### src/rtl/calc_dispatch_scheduler.sv
// calc_dispatch_scheduler: sequences one matrix operation from confirm to completion.
// Ports:
//   clk, rst_n           clock, asynchronous active-low reset
//   op_mode, calc_type   requested operation (latched on a legal confirm)
//   confirm, abort       user start/acknowledge and cancel pulses
//   operand_valid        selector reports the requested operand is ready
//   unit_done            per-unit done pulses, bit index = calc_type
//   operand_req/idx      operand request and which one (A, B, scalar)
//   unit_start/abort     one-hot start pulse and cancel pulse to the units
//   busy, result_valid   activity flag and completion pulse
//   error, err_code      error flag and cause (1 mode, 2 timeout)
//   state_dbg            raw state encoding for LEDs
module calc_dispatch_scheduler #(
  parameter int TIMEOUT_CYCLES = 25000000,
  parameter int CNT_W = 32
) (
  input  logic       clk,
  input  logic       rst_n,
  input  logic [2:0] op_mode,
  input  logic [2:0] calc_type,
  input  logic       confirm,
  input  logic       abort,
  input  logic       operand_valid,
  input  logic [4:0] unit_done,
  output logic       operand_req,
  output logic [1:0] operand_idx,
  output logic [4:0] unit_start,
  output logic       unit_abort,
  output logic       busy,
  output logic       result_valid,
  output logic       error,
  output logic [1:0] err_code,
  output logic [2:0] state_dbg
);
  typedef enum logic [2:0] {
    IDLE  = 3'd0,
    GET_A = 3'd1,
    GET_B = 3'd2,
    GET_S = 3'd3,
    START = 3'd4,
    WAIT  = 3'd5,
    DONE  = 3'd6,
    ERROR = 3'd7
  } state_t;
  localparam logic [CNT_W-1:0] TO_LAST = CNT_W'(TIMEOUT_CYCLES - 1);
  state_t r_state, w_next;
  logic [2:0] r_op, r_calc;
  logic [CNT_W-1:0] r_cnt;
  logic [1:0] r_err, w_err_nxt;
  logic r_uabort;
  logic w_legal, w_done, w_timeout, w_latch;
  logic [4:0] w_sel;
  assign w_legal = (op_mode == 3'd0 && (calc_type == 3'd0 || calc_type == 3'd4)) ||
                   (op_mode == 3'd1 && (calc_type == 3'd1 || calc_type == 3'd2)) ||
                   (op_mode == 3'd2 && calc_type == 3'd3);
  // r_calc only ever holds a legal type (0-4), so the shift stays inside 5 bits
  assign w_sel     = 5'd1 << r_calc;
  assign w_done    = |(unit_done & w_sel);
  assign w_timeout = (TIMEOUT_CYCLES != 0) && (r_cnt == TO_LAST);
  assign w_latch   = (r_state == IDLE) && confirm && !abort && w_legal;
  always_comb begin
    w_next    = r_state;
    w_err_nxt = r_err;
    case (r_state)
      IDLE: if (confirm && !abort) begin
        w_next    = w_legal ? GET_A : ERROR;
        w_err_nxt = w_legal ? 2'd0 : 2'd1;
      end
      GET_A: w_next = abort ? IDLE :
                      !operand_valid ? GET_A :
                      r_op == 3'd1 ? GET_B :
                      r_op == 3'd2 ? GET_S : START;
      GET_B, GET_S: w_next = abort ? IDLE : operand_valid ? START : r_state;
      START: w_next = abort ? IDLE : WAIT;
      WAIT: begin
        w_next = abort ? IDLE : w_done ? DONE : w_timeout ? ERROR : WAIT;
        if (!abort && !w_done && w_timeout) w_err_nxt = 2'd2;
      end
      DONE: w_next = IDLE;
      ERROR: if (confirm || abort) begin
        w_next    = IDLE;
        w_err_nxt = 2'd0;
      end
      default: w_next = IDLE;
    endcase
  end
  always_ff @(posedge clk or negedge rst_n) begin
    if (!rst_n) begin
      r_state  <= IDLE;
      r_op     <= '0;
      r_calc   <= '0;
      r_cnt    <= '0;
      r_err    <= '0;
      r_uabort <= 1'b0;
    end else begin
      r_state  <= w_next;
      r_err    <= w_err_nxt;
      r_uabort <= (r_state == WAIT) && abort;
      r_cnt    <= (r_state == START) ? '0 : (r_state == WAIT) ? r_cnt + 1'b1 : r_cnt;
      if (w_latch) begin
        r_op   <= op_mode;
        r_calc <= calc_type;
      end
    end
  end
  assign operand_req  = (r_state == GET_A) || (r_state == GET_B) || (r_state == GET_S);
  assign operand_idx  = (r_state == GET_B) ? 2'd1 : (r_state == GET_S) ? 2'd2 : 2'd0;
  assign unit_start   = (r_state == START) ? w_sel : 5'd0;
  assign unit_abort   = r_uabort;
  assign busy         = (r_state != IDLE) && (r_state != ERROR);
  assign result_valid = (r_state == DONE);
  assign error        = (r_state == ERROR);
  assign err_code     = r_err;
  assign state_dbg    = r_state;
endmodule

### config.mk
export PLATFORM = sky130hd
export DESIGN_NAME = calc_dispatch_scheduler
export DESIGN_NICKNAME = d
export VERILOG_FILES = /design/src/rtl/calc_dispatch_scheduler.sv
export SDC_FILE = /design/constraint.sdc
export NUM_CORES = 1
export LEC_CHECK = 0
export CAP_MARGIN = 40
export CORE_UTILIZATION = 50
export CTS_CLUSTER_SIZE = 28
export DETAILED_ROUTE_END_ITERATION = 12
export PLACE_DENSITY = 0.73
export SYNTH_ARGS = -nofsm -noshare
export SYNTH_HDL_FRONTEND = slang
export SYNTH_SLANG_ARGS = --single-unit
### constraint.sdc
create_clock -name clk -period 3.6 [get_ports clk]
set_input_delay 0.9 -clock clk [delete_from_list [all_inputs] [get_ports clk]]
set_output_delay 0.9 -clock clk [all_outputs]
set_load 0.01 [all_outputs]
==> results.json, run 1 <==
{
  "remaining_drc_errors": 0,
  "synth_nets": 287,
  "hold_viol": 0,
  "place_inst": 358,
  "place_congestion": 0.825,
  "power_leakage_nw": 1.24,
  "tns_ns": 0,
  "fp.coreArea_um2": 4790,
  "die_h_um": 73.2,
  "clkPwrFrac": 0.226,
  "max_slew.worst_pin.slew_ns": 0.549,
  "cp_max_fo": 16,
  "p_sw_frac": 0.343,
  "top_usage_layer": "met2",
  "synth_most_common_cell": "dfrtp_1",
  "antenna_cells": 0,
  "cts_resized": 0,
  "power_switching_uw": 556,
  "vias_per_cell": 5.86,
  "cp-start-kind": "flip-flop",
  "grt_pass1_wl_um": 9580,
  "finalSetupViolCount": 0,
  "slew_violations": 0,
  "cts-root-buf": "clkbuf_8",
  "postRouteAntennaNets": 0,
  "p_int_mw": 1.07,
  "grt_use_met1": 0.314,
  "cp-end-kind": "primary output",
  "cts_made_buffers": 5,
  "period_share": 0.873,
  "p_per_area_nw_per_um2": 538,
  "numPortBuffers": 32,
  "wire_per_inst_um": 15.1,
  "outcome": "completed",
  "reg2reg_setup_slack_ns": 1.17,
  "clkTransAtPathRegs_ns": 0.08,
  "grt_max_degree": 36,
  "power_frac_seq": 0.412,
  "rsz0062_at_grt": "no",
  "htree_levels": 2,
  "dr.pass1.iters": 4,
  "clk_latency_ns": 0.29,
  "cap_viol_max_count": 0,
  "cp.required_ns": 2.70,
  "use_met2": 0.383,
  "layout_min_cycle_time_ns": 3.14,
  "dp_hpwl_um": 4080,
  "slew_headroom": 0.631,
  "combPwrFrac": 0.363,
  "drive_gt1_frac": 0.0702,
  "pin_count": 33,
  "crit_arrival_ns": 2.24,
  "fmax_mhz": 318,
  "yosysUniqueCellTypes": 50,
  "worst_clock_skew_ns": 0.00780,
  "hp-class": "in -> async",
  "synth_warnings": 0,
  "antenna_found_initial": 0,
  "synth_area_leaders": "dfrtp_1 (43%), mux2i_1 (4.7%), nand2_1 (3.8%), nand3_1 (3.6%), mux2_4 (3.0%)",
  "die_w_um": 73.2,
  "grt_util_met3": 0.0290,
  "synthFlopType": "dfrtp_1",
  "synth-edff-count": 0,
  "synth_top_area_cell": "dfrtp_1",
  "initial_core_util": 0.530,
  "area_growth_pct": 18.8,
  "dieArea_um2": 5360,
  "nNetsFinal": 315,
  "netlist_instances": 270,
  "cts_tree": "done",
  "grt_usage": 0.230,
  "avgSynthCellArea_um2": 9.39,
  "peakVddDrop_mv": 0.345,
  "drtIter0Drc": 183,
  "synth-seq-cells": 44,
  "fin_ws_ns": 0.458,
  "yosys.area.top_type_share": 0.434,
  "netlist_area_um2": 2530,
  "clk_path_buf_depth": 2,
  "dp_slack_ns": 0.708,
  "cts.sinks": 44,
  "worstSetupPathType": "reg -> out",
  "ys_async_sr_fraction": 1.00,
  "fin_cells": 366,
  "grt_pass1_vias": 2052,
  "postCtsSetupBuffers": 0,
  "fp-row-count": 25,
  "ctsHoldBuffers": 0,
  "seq_area_frac_synth": 0.434,
  "vias": 2145,
  "grt-ovfl-total": 0,
  "routed_wirelength_um": 5520,
  "synth_common_cells": "dfrtp_1 (44), nand2_1 (26), nand3_1 (18), nor2_1 (18)"
}
cells by family (layout without fill, tap and decap cells):
kind of cell               after synthesis  after routing  share of synthesized area
muxes                                   18             18                     0.0814
buffers and inverters                   23             52                     0.0405
AOI/OAI and AO/OA                       57             57                      0.148
DFF                                     44             44                      0.434
adders and majority gates                1              1                    0.00494
and+or+nand+nor                        121            121                      0.270
xor gates and xnor gates                 6              6                     0.0207
final timing paths:
| path | start | endpoint | cells after the start |
|---|---|---|---|
| max in group asynchronous | rst_n | r_calc[2]$_DFFE_PN0P_ | 2 |
| min reg2reg | r_cnt[31]$_DFFE_PN0P_ | r_cnt[31]$_DFFE_PN0P_ | 1 |
| max reg2reg | state_dbg[2]$_DFFE_PN0P_ | r_cnt[31]$_DFFE_PN0P_ | 5 |
| min in group clk | r_cnt[31]$_DFFE_PN0P_ | r_cnt[31]$_DFFE_PN0P_ | 1 |
| max | state_dbg[1]$_DFFE_PN0P_ | unit_start[1] | 4 |
| min | rst_n | r_cnt[20]$_DFFE_PN0P_ | 1 |
final cells by class:
type	instances	area, um2
repair buffers	36	358
clock buffers	6	72.6
inverters	8	30.0
multi-input cells	203	1330
fillers	418	1770
well taps	67	83.8
clock inverters	2	35.0
flip-flops and latches	44	1100
metrics by stage:
step | utilization | power [mW] | area (um2) | hold WS (ns)
floorplan | - | 1.04 | 2530 | 0.445
global placement | 0.603 | 1.25 | 2880 | 0.464
detailed placement | 0.607 | 1.27 | 2900 | 0.473
CTS | 0.629 | 1.63 | 3010 | 0.470
global route | 0.629 | 1.72 | 3010 | 0.474
finish | 0.629 | 1.62 | 3010 | 0.468
sequential cells by signal (all words and copies together) (netlist names):
| name | count |
|---|---|
| err_code | 2 |
| r_calc | 3 |
| r_cnt | 32 |
| r_op | 3 |
| state_dbg | 3 |
| unit_abort | 1 |
metal layers:
layer  share of wire  wire, um  up-vias
met5               0         0        -
met4          0.0094        52        0
met3           0.035       194        6
met2            0.49      2680       37
met1            0.47      2590     1033
li1                -         -     1069
critical path, stage by stage (launching register included):
cell and delay (ns):
dfrtp_1 0.55, nor2_1 0.30, nand2_1 0.18, nor4b_1 0.32, clkdlybuf4s50_1 0.60
placed cells by master (no fill, tap or decap), types with 12 or more instances in the layout:
master,n
nor2_1,18
clkdlybuf4s50_1,31
nand3_1,18
dfrtp_1,44
nand2_1,26
mux2i_1,12
o21ai_0,12
power by group through the flow:
stage / Clock, mW / Combinational (mW) / Sequential [mW]
5_1_grt: 0.394 / 0.643 / 0.684
6_report: 0.366 / 0.588 / 0.668
4_1_cts: 0.376 / 0.592 / 0.667
3_3_place_gp: 0 / 0.580 / 0.673
2_1_floorplan: 0 / 0.410 / 0.626
3_5_place_dp: 0 / 0.590 / 0.676
(Power assumes the default switching activity.)
==> inputs of run 2 (changes only) <==
Settings changed: GPL_ROUTABILITY_DRIVEN set to 1.
==> results of run 2 <==
Same layout as run 1: the final DEF is identical, and so are final timing and power.
==> inputs of run 3 (changes only) <==
Settings changed: SKIP_CTS_REPAIR_TIMING set to 1.
==> results of run 3 <==
Same layout as run 1: the final DEF is identical, and so are final timing and power.
